File: src/rtl/ahb3lite_gpio_pkg.sv
// rtl/ahb3lite_gpio_pkg.sv - shared constants, types and helpers for the AHB3-Lite GPIO slave
// Contents: register word indices, HTRANS/HSIZE/HRESP encodings, error-response FSM state type,
//           byte-lane enable helper.
package ahb3lite_gpio_pkg;

  localparam logic [3:0] REG_OUT     = 4'd0;
  localparam logic [3:0] REG_IN      = 4'd1;
  localparam logic [3:0] REG_DIR     = 4'd2;
  localparam logic [3:0] REG_MASK    = 4'd3;
  localparam logic [3:0] REG_RISE_EN = 4'd4;
  localparam logic [3:0] REG_FALL_EN = 4'd5;
  localparam logic [3:0] REG_PEND    = 4'd6;
  localparam logic [3:0] REG_SET     = 4'd7;
  localparam logic [3:0] REG_CLR     = 4'd8;
  localparam logic [3:0] REG_TGL     = 4'd9;
  localparam logic [3:0] REG_LAST    = REG_TGL;

  localparam logic [1:0] HTRANS_IDLE   = 2'b00;
  localparam logic [1:0] HTRANS_BUSY   = 2'b01;
  localparam logic [1:0] HTRANS_NONSEQ = 2'b10;
  localparam logic [1:0] HTRANS_SEQ    = 2'b11;

  localparam logic [2:0] HSIZE_BYTE = 3'b000;
  localparam logic [2:0] HSIZE_HALF = 3'b001;
  localparam logic [2:0] HSIZE_WORD = 3'b010;

  localparam logic HRESP_OKAY  = 1'b0;
  localparam logic HRESP_ERROR = 1'b1;

  typedef enum logic [1:0] {
    ST_OKAY,
    ST_ERR1,
    ST_ERR2
  } gpio_resp_state_t;

  // Byte-lane enables for a 32-bit data bus; sizes wider than a word are treated as a word.
  function automatic logic [3:0] be_from_size(input logic [2:0] size, input logic [1:0] addr_lo);
    logic [3:0] be;
    case (size)
      HSIZE_BYTE: be = 4'b0001 << addr_lo;
      HSIZE_HALF: be = addr_lo[1] ? 4'b1100 : 4'b0011;
      default:    be = 4'b1111;
    endcase
    return be;
  endfunction

endpackage

File: src/rtl/gpio_edge_detect.sv
// rtl/gpio_edge_detect.sv - input synchroniser with rise/fall edge detection
// Ports: clk, rst_n (async active-low), pin (async inputs),
//        sync (last synchroniser stage), rise/fall (one-cycle edge pulses on sync).
module gpio_edge_detect #(
  parameter int WIDTH       = 8,
  parameter int SYNC_STAGES = 2
) (
  input  logic             clk,
  input  logic             rst_n,
  input  logic [WIDTH-1:0] pin,
  output logic [WIDTH-1:0] sync,
  output logic [WIDTH-1:0] rise,
  output logic [WIDTH-1:0] fall
);

  logic [WIDTH-1:0] chain [SYNC_STAGES];
  logic [WIDTH-1:0] prev;

  always_ff @(posedge clk or negedge rst_n) begin
    if (!rst_n) begin
      for (int i = 0; i < SYNC_STAGES; i++) chain[i] <= '0;
      prev <= '0;
    end else begin
      chain[0] <= pin;
      for (int i = 1; i < SYNC_STAGES; i++) chain[i] <= chain[i-1];
      prev <= chain[SYNC_STAGES-1];
    end
  end

  assign sync = chain[SYNC_STAGES-1];
  assign rise = sync & ~prev;
  assign fall = ~sync & prev;

endmodule

File: src/rtl/ahb3lite_gpio.sv
// rtl/ahb3lite_gpio.sv - AHB3-Lite GPIO slave with direction, set/clear/toggle and edge interrupts
// Ports: HCLK/HRESETn (async active-low), AHB3-Lite slave port (HSEL..HRESP, HBURST/HPROT unused),
//        gpio_i (async pins), gpio_o (OUT), gpio_oe_o (DIR), irq_o (registered |(PEND & MASK)).
module ahb3lite_gpio #(
  parameter int HADDR_SIZE  = 32,
  parameter int HDATA_SIZE  = 32,
  parameter int GPIO_WIDTH  = 8,
  parameter int SYNC_STAGES = 2
) (
  input  logic                  HCLK,
  input  logic                  HRESETn,
  input  logic                  HSEL,
  input  logic [HADDR_SIZE-1:0] HADDR,
  input  logic [HDATA_SIZE-1:0] HWDATA,
  output logic [HDATA_SIZE-1:0] HRDATA,
  input  logic                  HWRITE,
  input  logic [2:0]            HSIZE,
  input  logic [2:0]            HBURST,
  input  logic [3:0]            HPROT,
  input  logic [1:0]            HTRANS,
  input  logic                  HREADY,
  output logic                  HREADYOUT,
  output logic                  HRESP,
  input  logic [GPIO_WIDTH-1:0] gpio_i,
  output logic [GPIO_WIDTH-1:0] gpio_o,
  output logic [GPIO_WIDTH-1:0] gpio_oe_o,
  output logic                  irq_o
);
  import ahb3lite_gpio_pkg::*;

  logic [GPIO_WIDTH-1:0] out_r, dir_r, mask_r, rise_en_r, fall_en_r, pend_r;
  logic [GPIO_WIDTH-1:0] in_sync, in_rise, in_fall;

  logic             dp_valid, dp_write;
  logic [3:0]       dp_idx;
  logic [2:0]       dp_size;
  logic [1:0]       dp_alo;
  gpio_resp_state_t state;

  logic [3:0]            a_idx;
  logic                  acc, acc_err, wr_en;
  logic [3:0]            be;
  logic [31:0]           lane_mask;
  logic [GPIO_WIDTH-1:0] wmask, wdata, rd;
  logic                  unused_ok;

  gpio_edge_detect #(
    .WIDTH       (GPIO_WIDTH),
    .SYNC_STAGES (SYNC_STAGES)
  ) u_edge (
    .clk   (HCLK),
    .rst_n (HRESETn),
    .pin   (gpio_i),
    .sync  (in_sync),
    .rise  (in_rise),
    .fall  (in_fall)
  );

  assign a_idx   = HADDR[5:2];
  assign acc     = HSEL & HREADY & (HTRANS != HTRANS_IDLE) & (HTRANS != HTRANS_BUSY);
  // Illegal accesses never become a data phase; the response FSM handles them alone.
  assign acc_err = acc & ((a_idx > REG_LAST) | (HWRITE & (a_idx == REG_IN)));

  always_ff @(posedge HCLK or negedge HRESETn) begin
    if (!HRESETn) begin
      dp_valid <= 1'b0;
      dp_write <= 1'b0;
      dp_idx   <= '0;
      dp_size  <= '0;
      dp_alo   <= '0;
    end else if (HREADY) begin
      dp_valid <= acc & ~acc_err;
      dp_write <= HWRITE;
      dp_idx   <= a_idx;
      dp_size  <= HSIZE;
      dp_alo   <= HADDR[1:0];
    end
  end

  always_comb begin
    be        = be_from_size(dp_size, dp_alo);
    lane_mask = {{8{be[3]}}, {8{be[2]}}, {8{be[1]}}, {8{be[0]}}};
  end

  assign wmask = lane_mask[GPIO_WIDTH-1:0];
  assign wdata = HWDATA[GPIO_WIDTH-1:0] & wmask;
  assign wr_en = dp_valid & dp_write & HREADY;

  always_ff @(posedge HCLK or negedge HRESETn) begin
    if (!HRESETn) begin
      out_r     <= '0;
      dir_r     <= '0;
      mask_r    <= '0;
      rise_en_r <= '0;
      fall_en_r <= '0;
      pend_r    <= '0;
      irq_o     <= 1'b0;
    end else begin
      // New edges are OR-ed in after the W1C so a same-cycle edge keeps its pending bit.
      pend_r <= ((wr_en && dp_idx == REG_PEND) ? (pend_r & ~wdata) : pend_r)
              | (in_rise & rise_en_r) | (in_fall & fall_en_r);
      irq_o  <= |(pend_r & mask_r);
      if (wr_en) begin
        case (dp_idx)
          REG_OUT:     out_r     <= (out_r & ~wmask) | wdata;
          REG_DIR:     dir_r     <= (dir_r & ~wmask) | wdata;
          REG_MASK:    mask_r    <= (mask_r & ~wmask) | wdata;
          REG_RISE_EN: rise_en_r <= (rise_en_r & ~wmask) | wdata;
          REG_FALL_EN: fall_en_r <= (fall_en_r & ~wmask) | wdata;
          REG_SET:     out_r     <= out_r | wdata;
          REG_CLR:     out_r     <= out_r & ~wdata;
          REG_TGL:     out_r     <= out_r ^ wdata;
          default:     ;
        endcase
      end
    end
  end

  always_comb begin
    rd = '0;
    if (dp_valid && !dp_write) begin
      case (dp_idx)
        REG_OUT:     rd = out_r;
        REG_IN:      rd = in_sync;
        REG_DIR:     rd = dir_r;
        REG_MASK:    rd = mask_r;
        REG_RISE_EN: rd = rise_en_r;
        REG_FALL_EN: rd = fall_en_r;
        REG_PEND:    rd = pend_r;
        default:     rd = '0;
      endcase
    end
    HRDATA                 = '0;
    HRDATA[GPIO_WIDTH-1:0] = rd;
  end

  // Two-cycle ERROR response: wait state with HRESP high, then completion with HRESP high.
  always_ff @(posedge HCLK or negedge HRESETn) begin
    if (!HRESETn) begin
      state     <= ST_OKAY;
      HREADYOUT <= 1'b1;
      HRESP     <= HRESP_OKAY;
    end else begin
      case (state)
        ST_ERR1: begin
          state     <= ST_ERR2;
          HREADYOUT <= 1'b1;
          HRESP     <= HRESP_ERROR;
        end
        default: begin
          if (acc_err) begin
            state     <= ST_ERR1;
            HREADYOUT <= 1'b0;
            HRESP     <= HRESP_ERROR;
          end else begin
            state     <= ST_OKAY;
            HREADYOUT <= 1'b1;
            HRESP     <= HRESP_OKAY;
          end
        end
      endcase
    end
  end

  assign gpio_o    = out_r;
  assign gpio_oe_o = dir_r;

  assign unused_ok = ^{HBURST, HPROT, HADDR, HWDATA};

endmodule

File: config.mk
export PLATFORM = sky130hd
export DESIGN_NAME = ahb3lite_gpio
export DESIGN_NICKNAME = d
export VERILOG_FILES = /design/src/rtl/ahb3lite_gpio_pkg.sv /design/src/rtl/gpio_edge_detect.sv /design/src/rtl/ahb3lite_gpio.sv
export SDC_FILE = /design/constraint.sdc
export NUM_CORES = 1
export LEC_CHECK = 0
export BUFFER_PORTS_ARGS = -buffer_cell sky130_fd_sc_hd__buf_2
export CAP_MARGIN = 25
export CELL_PAD_IN_SITES_DETAIL_PLACEMENT = 1
export CELL_PAD_IN_SITES_GLOBAL_PLACEMENT = 1
export CORE_ASPECT_RATIO = 2
export CORE_MARGIN = 1
export CORE_UTILIZATION = 39
export DETAILED_ROUTE_END_ITERATION = 6
export PLACE_DENSITY = 0.82
export SYNTH_ARGS = -nofsm -noshare
export SYNTH_HDL_FRONTEND = slang
export SYNTH_SLANG_ARGS = --single-unit
File: constraint.sdc
create_clock -name HCLK -period 2.25 [get_ports HCLK]
set_input_delay 0.225 -clock HCLK [delete_from_list [all_inputs] [get_ports HCLK]]
set_output_delay 0.225 -clock HCLK [all_outputs]
set_load 0.005 [all_outputs]
## After elaboration in Yosys (flattened, before gate mapping)

Index checks and enable logic that the tools add are counted.

| storage, ports and cells | value |
|---|---|
| bits in registers | 88 |
| latch bits | 0 |
| memory bits (writable) | 0 |
| memory bits (read-only) | 0 |
| bits of input ports | 89 |
| output and inout bits | 51 |
| memories kept | 0 |

| operators by class | value |
|---|---|
| add/subtract/negate cells | 0 |
| multiply operators | 0 |
| div/mod/pow operators | 0 |
| magnitude comparators | 1 |
| equality and inequality tests | 13 |
| shifts and indexed selects | 1 |
| muxes and demuxes | 12 |
| bitwise operators | 36 |
| reduce and logical (&&, ||, !) cells | 13 |

Operators with widths:

| kind | count |
|---|---|
| 8-bit bitwise AND | 13 |
| 8-bit OR | 8 |
| 8-bit one-hot mux with 7 select lines | 1 |
| 8-bit NOT | 4 |
| 8-bit one-hot mux with 4 select lines | 1 |
| 4-bit by 3-bit == test with 1-bit output (second input constant) | 4 |
| 8-bit two-way mux | 2 |
| 2-bit AND reduction | 5 |
| 1-bit bitwise AND | 8 |
| 4-bit by 1-bit == test with 1-bit output (second input constant) | 2 |
| 4-bit by 2-bit == test with 1-bit output (second input constant) | 2 |
| 4-bit == test (second input constant) | 2 |
| 8-bit OR reduction | 1 |
| 8-bit bitwise XOR | 1 |
| 1-bit two-way mux | 6 |
| 4-bit > comparator (second input constant) | 1 |
| 4-bit zero test | 1 |
| 4-bit nonzero test | 1 |
| 3-bit by 1-bit == test with 1-bit output (second input constant) | 1 |
| 3-bit zero test | 1 |
| 2-bit by 1-bit == test with 1-bit output (second input constant) | 1 |
| 1-bit logical AND | 2 |
| 2-bit two-way mux | 1 |
| 2-bit by 1-bit != test with 1-bit output (second input constant) | 1 |
| other kinds (6) | 6 |

## Longest topological paths before layout

Gate-level depths: netlist of run 1.

| logic depth | value |
|---|---|
| depth after elaboration | 8 |
| mapped depth | 9 |
| mapped depth without buffers | 8 |

## Hierarchy

A second synthesis of run 1 with hierarchy kept.

| unflattened totals | value |
|---|---|
| cells, all modules | 382 |
| area, all modules | 4503.1 um^2 |

By module, submodules not included:

| module | times used | cells each | area each (um^2) |
|---|---|---|---|
| ahb3lite_gpio | 1 | 334 | 3702.3 |
| gpio_edge_detect | 1 | 48 | 800.8 |

## Worst setup path before layout of run 1

OpenSTA, ideal clock, no wires.

| timing path | value |
|---|---|
| path type | reg2reg |
| from | reg dp_alo[0] |
| to | reg out_r[6], in the netlist gpio_o[6] |
| setup time | 121 ps |
| arrival time | 1678 ps |
| required time | 2129 ps |
| path slack | 451 ps |
| cell stages (with the launch flop) | 10 |
| buffers on the path | 1 |
| period minus slack after synthesis | 1799 ps |
| path through | dfrtp_1 -> nor2b_1 -> o21ai_2 -> buf_4 -> nand2_1 -> ha_1 -> nand2_1 -> o21ai_0 -> o22ai_1 -> a22o_1 |

| between the ends | value |
|---|---|
| cells in the longest elaborated chain, start to end | 6 |
| elaborated cells on any way between the ends | 11 |

RTL lines:

| what | line | RTL |
|---|---|---|
| start: declaration | ahb3lite_gpio.sv:37 | `logic [1:0] dp_alo;` |
| start signal: assignment | ahb3lite_gpio.sv:76 | `dp_alo <= HADDR[1:0];` |
| 1-bit by 2-bit << shifter with 1-bit output * | ahb3lite_gpio_pkg.sv:40 | `HSIZE_BYTE: be = 4'b0001 << addr_lo;` |
| 1-bit one-hot mux with 2 select lines * | ahb3lite_gpio_pkg.sv:39 | `case (size)` |
| 8-bit bitwise AND / 8-bit NOT (equally long branches) | ahb3lite_gpio.sv:86, ahb3lite_gpio.sv:105 |  |
| 8-bit NOT / 8-bit bitwise AND (equally long branches) | ahb3lite_gpio.sv:111, ahb3lite_gpio.sv:105 |  |
| 8-bit bitwise AND / 8-bit OR (equally long branches) | ahb3lite_gpio.sv:111, ahb3lite_gpio.sv:105 |  |
| 8-bit one-hot mux with 4 select lines * | ahb3lite_gpio.sv:104 | `case (dp_idx)` |
| end signal: assignment | ahb3lite_gpio.sv:105 | `REG_OUT: out_r <= (out_r & ~wmask) \| wdata;` |
| end signal: assignment | ahb3lite_gpio.sv:111 | `REG_CLR: out_r <= out_r & ~wdata;` |
| end signal: assignment | ahb3lite_gpio.sv:112 | `REG_TGL: out_r <= out_r ^ wdata;` |
| end: declaration | ahb3lite_gpio.sv:31 | `logic [GPIO_WIDTH-1:0] out_r, dir_r, mask_r, rise_en_r, fall_en_r, pend_r;` |

Mark *: on every way between the ends. The rest lies on a longest branch, timed or not.
A chain may end at the register's enable or synchronous reset.

## Worst setup path after layout of run 1

| timing path | value |
|---|---|
| from | reg dp_idx[2] |
| to | out HRDATA[7] |

| between the ends | value |
|---|---|
| cells in the longest elaborated chain, start to end | 3 |
| elaborated cells on any way between the ends | 9 |

RTL lines:

| what | line | RTL |
|---|---|---|
| start: declaration | ahb3lite_gpio.sv:35 | `logic [3:0] dp_idx;` |
| start signal: assignment | ahb3lite_gpio.sv:74 | `dp_idx <= a_idx;` |
| 4-bit by 3-bit == test with 1-bit output, or another cell as far along | ahb3lite_gpio.sv:122 | `case (dp_idx)` |
| 8-bit one-hot mux with 7 select lines * | ahb3lite_gpio.sv:122 |  |
| 8-bit two-way mux * | ahb3lite_gpio.sv:121 | `if (dp_valid && !dp_write) begin` |
| end: declaration | ahb3lite_gpio.sv:15 | `output logic [HDATA_SIZE-1:0] HRDATA,` |

Marked as above.

==> results by group, run 1 <==
Power and ir drop
  • Max VDD drop: 0.419 mV
  • Total leakage power: 2.55 nW
  • Final Power: 4.04 mW
  • P per Cell Area: 764 nW/um2

Timing
  • Hold Vio Cnt, Final: 0
  • Final setup vio count: 0
  • Fmax achieved: 0.446 GHz
  • Slew margin rel.: 48.1%
  • Max Clock Skew: 5.56 ps
  • Setup ws final: 8.03 ps
  • Worst slew pin tran: 778 ps
  • RSZ-0062 raised after global routing: yes
  • Min cycle time layout: 2240 ps
  • Hold slack: 109 ps
  • Fin crit share: 99.6%
  • Max Slew Vio Count: 0

Worst hold path
  • Worst hold path type: input port to flop
  • Hold Startpoint: HSIZE[1]
  • Worst hold path cell count: 2

Yosys
  • Synth Register Bits: 88
  • Avg Inst Size Synth: 11.7 um2
  • Mapped Area: 4350 um2
  • Post-synth ARST share: 100%
  • Ys Warns: 0
  • Synth cell types: 46
  • Mapped Cells: 372
  • Ys flop type: dfrtp_1
  • Post-synth EDFFs: 0
  • Sequential area share after synthesis: 50.6%

Clock network
  • Htree depth: 3
  • Clock Latency Late Sink: 350 ps
  • CTS tree: done
  • CTS sink cnt: 88
  • CTS root buffer: clkbuf_16
  • Clock buffer depth: 2
  • Clk pin slew, worst setup/hold paths: 60 ps
  • CTS Buf Count: 9

Drt
  • Routed length per placed instance: 20.1 um
  • Final ANT Viol Nets: 0
  • Drt drc: 0
  • DR iter-0 viols: 218
  • Drt pass-1 iters: 4
  • Vias per cell: 5.51
  • Routed WL: 12.1 mm
  • Via count: 3,327

Floorplan
  • Core ar.: 10,900 um2
  • Std-Cell Rows: 54
  • I/O pin total: 140
  • Die Y: 151 um
  • Die Wd: 76.7 um
  • Full die area: 11,600 um2
  • Initial Utilization: 40.0%

Global routing
  • Met3 usage: 3.80%
  • Met1 GRT Util: 22.9%
  • First-pass GRT wire length: 19.1 mm
  • Global route overflow: 0
  • Initial antenna violation count: 0
  • Total GRT Usage: 22.0%
  • Largest net degree at the start of global routing: 53
  • Global routing's busiest layer: met2
  • Grt met2 use: 40.9%
  • Vias in the first global route: 3,590

Finish
  • Antenna diodes: 0
  • Synthesis-to-finish area growth: 21.6%
  • Share of layout cells above drive strength 1: 36.0%
  • Sequential Area: 2210 um2
  • Fin util: 48.7%
  • Final #Nets: 556
  • Multi-input combinational cell area: 1960 um2
  • Fillers: 1,194

Placement
  • RD Place Congestion: 0.836
  • Pre-CTS WS: 266 ps
  • PortBufs: 57
  • HPWL Detailed: 8.89 mm

Outcome
  • Outcome: finished clean

Worst setup path
  • CP max FO: 8
  • Reg2reg path depth: 5
  • Reg2reg start: dp_idx[3]$_DFFE_PN0P_
  • WP data required: 2030 ps
  • Crit path launch: dp_idx[2]$_DFFE_PN0P_
  • Startpoint type of the worst setup path: flop
  • WS Path Type: flop to primary output
  • Critical Path AT: 2020 ps
  • Worst Setup End Kind: primary output

Flow run
  • Max_cap viols: 0
-- synth_stat cells, types with 3 or more instances --
master,count,area (um2)
nand2b_1,4,25.0
and3_1,3,18.8
nand3b_1,11,82.6
nor2b_1,7,43.8
a22o_1,13,114
o21ai_0,6,30.0
inv_1,15,56.3
a221oi_1,5,43.8
nand3_1,3,15.0
nor3_1,3,15.0
o211ai_1,9,67.6
o32ai_1,3,26.3
ha_1,8,100
mux2_1,3,33.8
dfrtp_1,87,2180
nand2_1,29,109
mux2i_1,11,110
o22ai_1,8,50.1
nor2_1,13,48.8
a21oi_1,8,40.0
a22oi_1,6,45.0
mux2_2,44,495
buf_4,27,203
buf_2,12,60.1
o31ai_1,9,67.6
-- final timing paths --
check | to | slack (ps)
min in group asynchronous | async pin | 380
setup / recovery | HRDATA[7] | 8
hold reg to reg | u_edge.sync[4]$_DFF_PN0_ | 350
max in group asynchronous | u_edge.sync[7]$_DFF_PN0_ | 1210
setup reg to reg | flop | 330
hold / removal | dp_size[1]$_DFFE_PN0P_ | 110
-- per-stage QoR --
step / area, um2 / setup TNS (ps) / cells
finish: 5290 / 0 / 604
global route: 5290 / -55.2 / 604
CTS: 5190 / 0 / 599
detailed placement: 4820 / 0 / 574
global placement: 4820 / 0 / 574
floorplan: 4440 / 0 / 395
-- cells in the final DEF, fill, tap and decap left out, types with 3 or more instances in the layout --
cell / count
buf_4: 23
a22o_1: 13
buf_2: 56
inv_6: 3
mux2_1: 3
a22oi_1: 6
and3_1: 3
o211ai_1: 9
o31ai_1: 9
dfrtp_2: 3
nor2b_1: 7
a221oi_2: 3
buf_6: 5
nor3_1: 3
mux2_2: 44
dlygate4sd3_1: 9
nor2_1: 13
nand3_1: 3
nand3b_1: 11
inv_1: 15
o22ai_1: 8
nand2_1: 29
nand2b_1: 4
clkinvlp_4: 3
conb_1: 24
clkbuf_16: 9
dfrtp_1: 84
mux2i_1: 11
a21oi_1: 7
ha_1: 8
o21ai_0: 6
-- cells by family after synthesis --
kind of cell             synth area share (%)
flip-flops                               50.6
adder cells (fa/ha/maj)                  2.30
multiplexers                             15.7
other                                  0.0861
AND/OR/NAND/NOR                          11.4
buffers and inverters                    7.50
AO/OA/AOI/OAI                            12.4
-- per-layer routing --
metal | vias up | wire, um
met5 | - | 0
met4 | 0 | 541
met3 | 36 | 454
met2 | 103 | 6750
met1 | 1708 | 4380
li1 | 1480 | -
-- repair_timing --
item | CTS | global route
hold buffers | 9 | 0
pin swaps | 0 | 4
hold endpoints to repair | 43 | 0
gates resized for setup | 3 | 17
setup endpoints to repair | 5 | 6
setup buffers | 0 | 5
-- layout make-up --
class,count,area share (%)
inverter,15,1.06
clock buffer,9,4.25
multi-input combinational,251,37.0
tap,140,3.31
sequential,88,41.7
timing repair buffer,94,11.7
clock inverter,7,1.02
-- worst max-delay path: stages (launching register included) --
cell	delay [ps]
dfrtp_2	380
buf_6	130
buf_4	190
mux2_2	350
a222oi_1	330
a21oi_1	150
buf_2	150
-- power breakdown --
part | internal [mW] | leakage [nW] | switching, mW
Clock | 0.758 | 0.129 | 0.670
Sequential | 1.73 | 1.09 | 0.153
Combinational | 0.367 | 1.33 | 0.370
Total | 2.85 | 2.55 | 1.19
Power figures use the tool's default switching activity.
==> run 2, diff against run 1 <==
--- a/config.mk
+++ b/config.mk
@@ -14,6 +14,7 @@
 export CORE_UTILIZATION = 39
 export DETAILED_ROUTE_END_ITERATION = 6
 export PLACE_DENSITY = 0.82
+export SETUP_SLACK_MARGIN = 0.5
 export SYNTH_ARGS = -nofsm -noshare
 export SYNTH_HDL_FRONTEND = slang
 export SYNTH_SLANG_ARGS = --single-unit
==> run 2 against run 1 <==
  * The run now ends with negative setup slack left
  * Flip-flop and latch count unchanged
  * Final cell count up 2.6%
  * Non-clock buffer count rose by 15
  * Maximum frequency shrank 1.6%
  * Critical path type unchanged
  * Highest routed layer unchanged
==> results by group, run 2 (same netlist as run 1, synthesis figures left out) <==
Drt
  • Drt drc: 0 (unchanged)
  • Routed WL: 15.5 mm (+28%)
  • Vias per cell: 5.92 (+7.5%)
  • Routed length per placed instance: 25.0 um (+24%)
  • Final ANT Viol Nets: 0 (unchanged)
  • Via count: 3,670 (+10%)
  • Drt pass-1 iters: 5 (+1)
  • DR iter-0 viols: 313 (+44%)

Timing
  • Hold slack: 103 ps (-5.86 ps)
  • Setup ws final: -28.0 ps (-36.1 ps)
  • Max Clock Skew: 5.35 ps (-0.210 ps)
  • Final setup vio count: 2 (+2)
  • Slew margin rel.: 59.1% (+11 points)
  • Max Slew Vio Count: 0 (unchanged)
  • Min cycle time layout: 2280 ps (+36.1 ps)
  • Fin crit share: 101% (+1.6 points)
  • Worst slew pin tran: 614 ps (-164 ps)
  • Setup TNS: -33.8 ps (-33.8 ps)
  • RSZ-0062 raised after global routing: yes
  • Fmax achieved: 0.439 GHz (-1.6%)
  • Hold Vio Cnt, Final: 0 (unchanged)

Worst setup path
  • CP max FO: 8 (unchanged)
  • Worst Setup End Kind: primary output
  • WP data required: 2030 ps (about the same)
  • Worst stage delay on the critical path: 500 ps (+120 ps)
  • Highest-delay cell along the critical path: dfrtp_2
  • CP cell instances: buf_6 > mux4_2 > a221oi_2 > nor2_2 > buf_2
  • Critical Path AT: 2050 ps (+30 ps)
  • WS Path Type: flop to primary output
  • Startpoint type of the worst setup path: flop

Power and ir drop
  • Clock power share: 34.8% (-0.5 points)
  • Int Power: 3.17 mW (+11%)
  • Logic pwr share: 22.8% (+4.6 points)
  • Register share of total power: 42.4% (-4.1 points)
  • Final Power: 4.52 mW (+12%)
  • Switching portion of total power: 29.9% (+0.35 points)
  • P per Cell Area: 763 nW/um2 (about the same)
  • Total leakage power: 2.77 nW (+8.7%)
  • Max VDD drop: 0.520 mV (+24%)
  • Sw Pwr: 1.35 mW (+13%)

Clock network
  • Clock Latency Late Sink: 350 ps (about the same)
  • CTS root buffer: clkbuf_16
  • CTS Buf Count: 9 (unchanged)
  • CTS sink cnt: 88 (unchanged)
  • Clock buffer depth: 2 (unchanged)
  • CTS tree: done
  • Htree depth: 3 (unchanged)
  • Clk pin slew, worst setup/hold paths: 60 ps (about the same)

Global routing
  • Initial antenna violation count: 0 (unchanged)
  • Total GRT Usage: 24.4% (+2.4 points)
  • First-pass GRT wire length: 21.0 mm (+9.5%)
  • Vias in the first global route: 3,865 (+7.7%)
  • Global route overflow: 0 (unchanged)
  • Largest net degree at the start of global routing: 46 (-13%)

Finish
  • Most common cell after layout, fill and taps aside: dfrtp_1
  • Final #Nets: 572 (+2.9%)
  • Share of layout cells above drive strength 1: 47.9% (+12 points)
  • Synthesis-to-finish area growth: 35.9%
  • Antenna diodes: 0 (unchanged)
  • Fin util: 54.4% (+5.7 points)
  • Non-Filler Instances: 620 (+2.6%)
  • Final instance area: 5920 um2 (+12%)
  • Fillers: 1,139 (-4.6%)
  • Commonest non-fill, non-tap cells in the layout: dfrtp_1, buf_2, mux2_4

Floorplan
  • Die Y: 151 um (unchanged)
  • Full die area: 11,600 um2 (unchanged)
  • Die Wd: 76.7 um (unchanged)
  • I/O pin total: 140 (unchanged)
  • Initial Utilization: 40.0% (unchanged)
  • Core ar.: 10,900 um2 (unchanged)
  • Std-Cell Rows: 54 (unchanged)

Placement
  • PortBufs: 57 (unchanged)
  • RD Place Congestion: 0.852 (+2.0%)
  • HPWL Detailed: 9.15 mm (+2.9%)
  • Pre-CTS WS: 232 ps (-34.0 ps)
  • Dpl cells: 576 (+0.35%)
  • Post-Place Cell Area: 4840 um2 (+0.52%)

Outcome
  • Failing checks: negative setup slack
  • Outcome: complete, but fails checks

Worst hold path
  • Worst hold path type: input port to flop

Flow run
  • Max_cap viols: 0 (unchanged)
[run 2: cell types whose count changed in the layout (fill, tap and decap cells not counted), moves of 6 or more]
| cell | previous run | this run |
|---|---|---|
| buf_6 | 5 | 20 |
| mux2_2 | 44 | 21 |
| mux2_4 | 0 | 26 |
| nand2_1 | 29 | 22 |
| nor2_1 | 13 | 7 |
[run 2: path summary, 6_finish.rpt]
path                       depth (start not counted)                       end                       from  slack, ps
max                                                5                 HRDATA[4]      dp_idx[2]$_DFFE_PN0P_        -30
min                                                2    dp_size[2]$_DFFE_PN0P_                   HSIZE[2]        100
max reg2reg                                        8     gpio_o[7]$_DFFE_PN0P_      dp_alo[0]$_DFFE_PN0P_        290
min reg2reg                                        0  u_edge.sync[1]$_DFF_PN0_  u_edge.chain[9]$_DFF_PN0_        350
max in group asynchronous                          3       HREADYOUT$_DFF_PN1_                    HRESETn       1110
min in group asynchronous                          2  u_edge.sync[2]$_DFF_PN0_                    HRESETn        420
[run 2: cell type report]
class | count | area, um2 | area share [%]
tap | 140 | 175 | 2.96
clock inverter | 4 | 52.6 | 0.888
timing repair buffer | 109 | 801 | 13.5
multi-input combinational | 252 | 2370 | 40.0
inverter | 15 | 56.3 | 0.952
clock buffer | 12 | 256 | 4.34
sequential | 88 | 2210 | 37.3
[run 2: metal layers]
layer	routed length, um	global-route usage, %
met1	5370	24.5
met2	8550	43.9
met3	689	3.86
met4	877	20.0
met5	0	0
[run 2: power groups by stage]
stage	Clock, mW	Sequential [mW]	Combinational, mW
floorplan	0	1.84	0.458
global placement	0	1.89	0.654
detailed placement	0	1.90	0.704
CTS	1.58	1.88	0.778
global route	1.63	1.93	1.09
finish	1.57	1.91	1.03
[run 2: critical path, delay by kind of cell, from the launching register on]
kind / cells / cell delay (ps)
AOI/OAI and AO/OA: 1 / 310
buffers and inverters: 2 / 290
DFF: 1 / 500
muxes: 1 / 500
and+or+nand+nor: 1 / 100
[run 2: what timing repair did]
action	4_1_cts	5_1_grt
buffers inserted	4	14
hold buffers	9	0
gates resized for setup	34	87
pin swaps	18	36
hold endpoints to repair	51	0
setup endpoints to repair	44	37
cloned	1	0
==> run 3, diff against run 2 <==
--- a/config.mk
+++ b/config.mk
@@ -14,7 +14,7 @@
 export CORE_UTILIZATION = 39
 export DETAILED_ROUTE_END_ITERATION = 6
 export PLACE_DENSITY = 0.82
-export SETUP_SLACK_MARGIN = 0.5
+export SETUP_SLACK_MARGIN = 0.4
 export SYNTH_ARGS = -nofsm -noshare
 export SYNTH_HDL_FRONTEND = slang
 export SYNTH_SLANG_ARGS = --single-unit
==> run 3 against run 2 <==
  * The run now ends clean
  * Utilization shrank 3.5 points
  * Die area unchanged
  * Critical path depth unchanged
  * Power shrank 7.7%
  * Non-clock buffer count shrank 9
  * First-iteration DRC count is 1.9% lower
  * Flip-flop and latch count unchanged
  * Sequential power barely moved
  * Final area fell by 6.5%
  * Count of clock-buffer cells in the layout shrank 3
  * Global-route usage shrank 1.9 points
  * Final cell count decreased by 1.6%
  * Critical endpoint is now HRDATA[7]
  * Highest routed layer unchanged
==> results by group, run 3 (same netlist as run 1, synthesis figures left out) <==
Outcome
  • Outcome: finished clean

Clock network
  • CTS sink cnt: 88 (unchanged)
  • Clk pin slew, worst setup/hold paths: 60 ps (about the same)
  • CTS tree: done
  • Htree depth: 3 (unchanged)
  • Clock Latency Late Sink: 350 ps (about the same)
  • CTS root buffer: clkbuf_16
  • CTS Buf Count: 9 (unchanged)
  • Clock buffer depth: 2 (unchanged)

Power and ir drop
  • P per Cell Area: 753 nW/um2 (-1.3%)
  • Final Power: 4.17 mW (-7.7%)
  • Max VDD drop: 0.419 mV (-19%)
  • Total leakage power: 2.60 nW (-6.2%)

Finish
  • Non-Filler Instances: 610 (-1.6%)
  • Fin util: 50.9% (-3.5 points)
  • Most common cell after layout, fill and taps aside: dfrtp_1
  • Fillers: 1,178 (+3.4%)
  • Final instance area: 5530 um2 (-6.5%)
  • Share of layout cells above drive strength 1: 42.3% (-5.6 points)
  • Synthesis-to-finish area growth: 27.0%
  • Commonest non-fill, non-tap cells in the layout: dfrtp_1, buf_2, mux2_2
  • Final #Nets: 562 (-1.7%)
  • Antenna diodes: 0 (unchanged)
  • Multi-input combinational cell area: 2130 um2 (-9.8%)
  • Sequential Area: 2210 um2 (unchanged)

Global routing
  • Initial antenna violation count: 0 (unchanged)
  • Met1 GRT Util: 23.3% (-1.2 points)
  • Global routing's busiest layer: met2
  • Global route overflow: 0 (unchanged)
  • Largest net degree at the start of global routing: 53 (+15%)
  • First-pass GRT wire length: 19.5 mm (-7.2%)
  • Grt met2 use: 41.4% (-2.5 points)
  • Total GRT Usage: 22.5% (-1.9 points)
  • Met3 usage: 3.98% (+0.12 points)
  • Vias in the first global route: 3,637 (-5.9%)

Worst setup path
  • Crit path buf inv count: 1 (-1)
  • Worst Setup End Kind: primary output
  • Highest-delay cell along the critical path: dfrtp_2
  • Worst stage delay on the critical path: 530 ps (+30 ps)
  • CP cell instances: nor2b_1 > nor2b_1 > a222oi_1 > a21oi_1 > buf_2
  • Startpoint type of the worst setup path: flop
  • Critical Path AT: 1970 ps (-80 ps)
  • Critical path's most frequent cell: nor2b_1
  • Crit path max-delay family: simple AND/OR/NAND/NOR gates
  • WS Path Type: flop to primary output
  • CP max FO: 15 (+7)
  • WP data required: 2030 ps (about the same)

Drt
  • Drt drc: 0 (unchanged)
  • Vias per cell: 5.59 (-5.6%)
  • DR iter-0 viols: 307 (-1.9%)
  • Routed length per placed instance: 21.4 um (-15%)
  • Routed WL: 13.0 mm (-16%)
  • Drt pass-1 iters: 5 (unchanged)
  • Final ANT Viol Nets: 0 (unchanged)
  • Via count: 3,409 (-7.1%)

Floorplan
  • Initial Utilization: 40.0% (unchanged)
  • Core ar.: 10,900 um2 (unchanged)
  • I/O pin total: 140 (unchanged)
  • Std-Cell Rows: 54 (unchanged)
  • Die Y: 151 um (unchanged)
  • Full die area: 11,600 um2 (unchanged)
  • Die Wd: 76.7 um (unchanged)

Timing
  • Setup TNS: 0 ps (+33.8 ps)
  • RSZ-0062 raised after global routing: yes
  • Setup ws final: 51.6 ps (+79.7 ps)
  • Hold slack: 108 ps (+5.43 ps)
  • Slew margin rel.: 52.0% (-7.1 points)
  • Min cycle time layout: 2200 ps (-79.7 ps)
  • Final setup vio count: 0 (-2)
  • Worst slew pin tran: 720 ps (+106 ps)
  • Fin crit share: 97.7% (-3.5 points)
  • Max Slew Vio Count: 0 (unchanged)
  • Hold Vio Cnt, Final: 0 (unchanged)
  • Max Clock Skew: 4.32 ps (-1.03 ps)
  • Fmax achieved: 0.455 GHz (+3.6%)

Placement
  • RD Place Congestion: 0.836 (-1.9%)
  • HPWL Detailed: 8.89 mm (-2.8%)
  • Dpl cells: 574 (-0.35%)
  • Post-Place Cell Area: 4820 um2 (-0.52%)
  • Pre-CTS WS: 266 ps (+34.0 ps)
  • PortBufs: 57 (unchanged)

Flow run
  • Max_cap viols: 0 (unchanged)

Worst hold path
  • Worst hold path type: input port to flop
-- run 3: worst reg2reg max path: cells and delay by family (launching register included) --
family                 cells  cell delay, ps
muxes                      1             430
DFF                        1             480
and+or+nand+nor            2             560
buffers and inverters      3             460
-- run 3: final timing paths --
path	endpoint	depth (start not counted)	start	slack, ps
max	HRDATA[7]	5	dp_idx[0]$_DFFE_PN0P_	50
min	dp_size[1]$_DFFE_PN0P_	2	HSIZE[1]	110
max reg2reg	flop	6	dp_idx[2]$_DFFE_PN0P_	210
min reg2reg	u_edge.sync[4]$_DFF_PN0_	0	u_edge.chain[12]$_DFF_PN0_	350
max in group asynchronous	u_edge.sync[7]$_DFF_PN0_	3	HRESETn	1210
min in group asynchronous	async pin	2	HRESETn	390
-- run 3: area by class of cell --
type                            instances  share of cell area, %
Clock buffer                            9                   4.07
Inverter                               15                   1.02
Timing Repair Buffer                  100                   12.3
Multi-Input combinational cell        251                   38.6
Clock inverter                          7                  0.973
Tap cell                              140                   3.17
Sequential cell                        88                   39.9
-- run 3: power by group --
group | switching, mW | internal [mW]
registers | 0.171 | 1.73
clock network | 0.674 | 0.758
logic | 0.413 | 0.425
-- run 3: timing repair --
item	in CTS	in global routing
pin swaps	10	29
resized for setup	24	36
hold buffers	9	0
buffers inserted	7	3
endpoints found under the hold margin	43	0
cloned	1	0
setup endpoints to repair	47	32
-- run 3: routing by layer --
| layer | part of all wire, % | routed length, um |
|---|---|---|
| met1 | 35 | 4540 |
| met2 | 56 | 7320 |
| met3 | 4.0 | 518 |
| met4 | 5.0 | 654 |
| met5 | 0 | 0 |
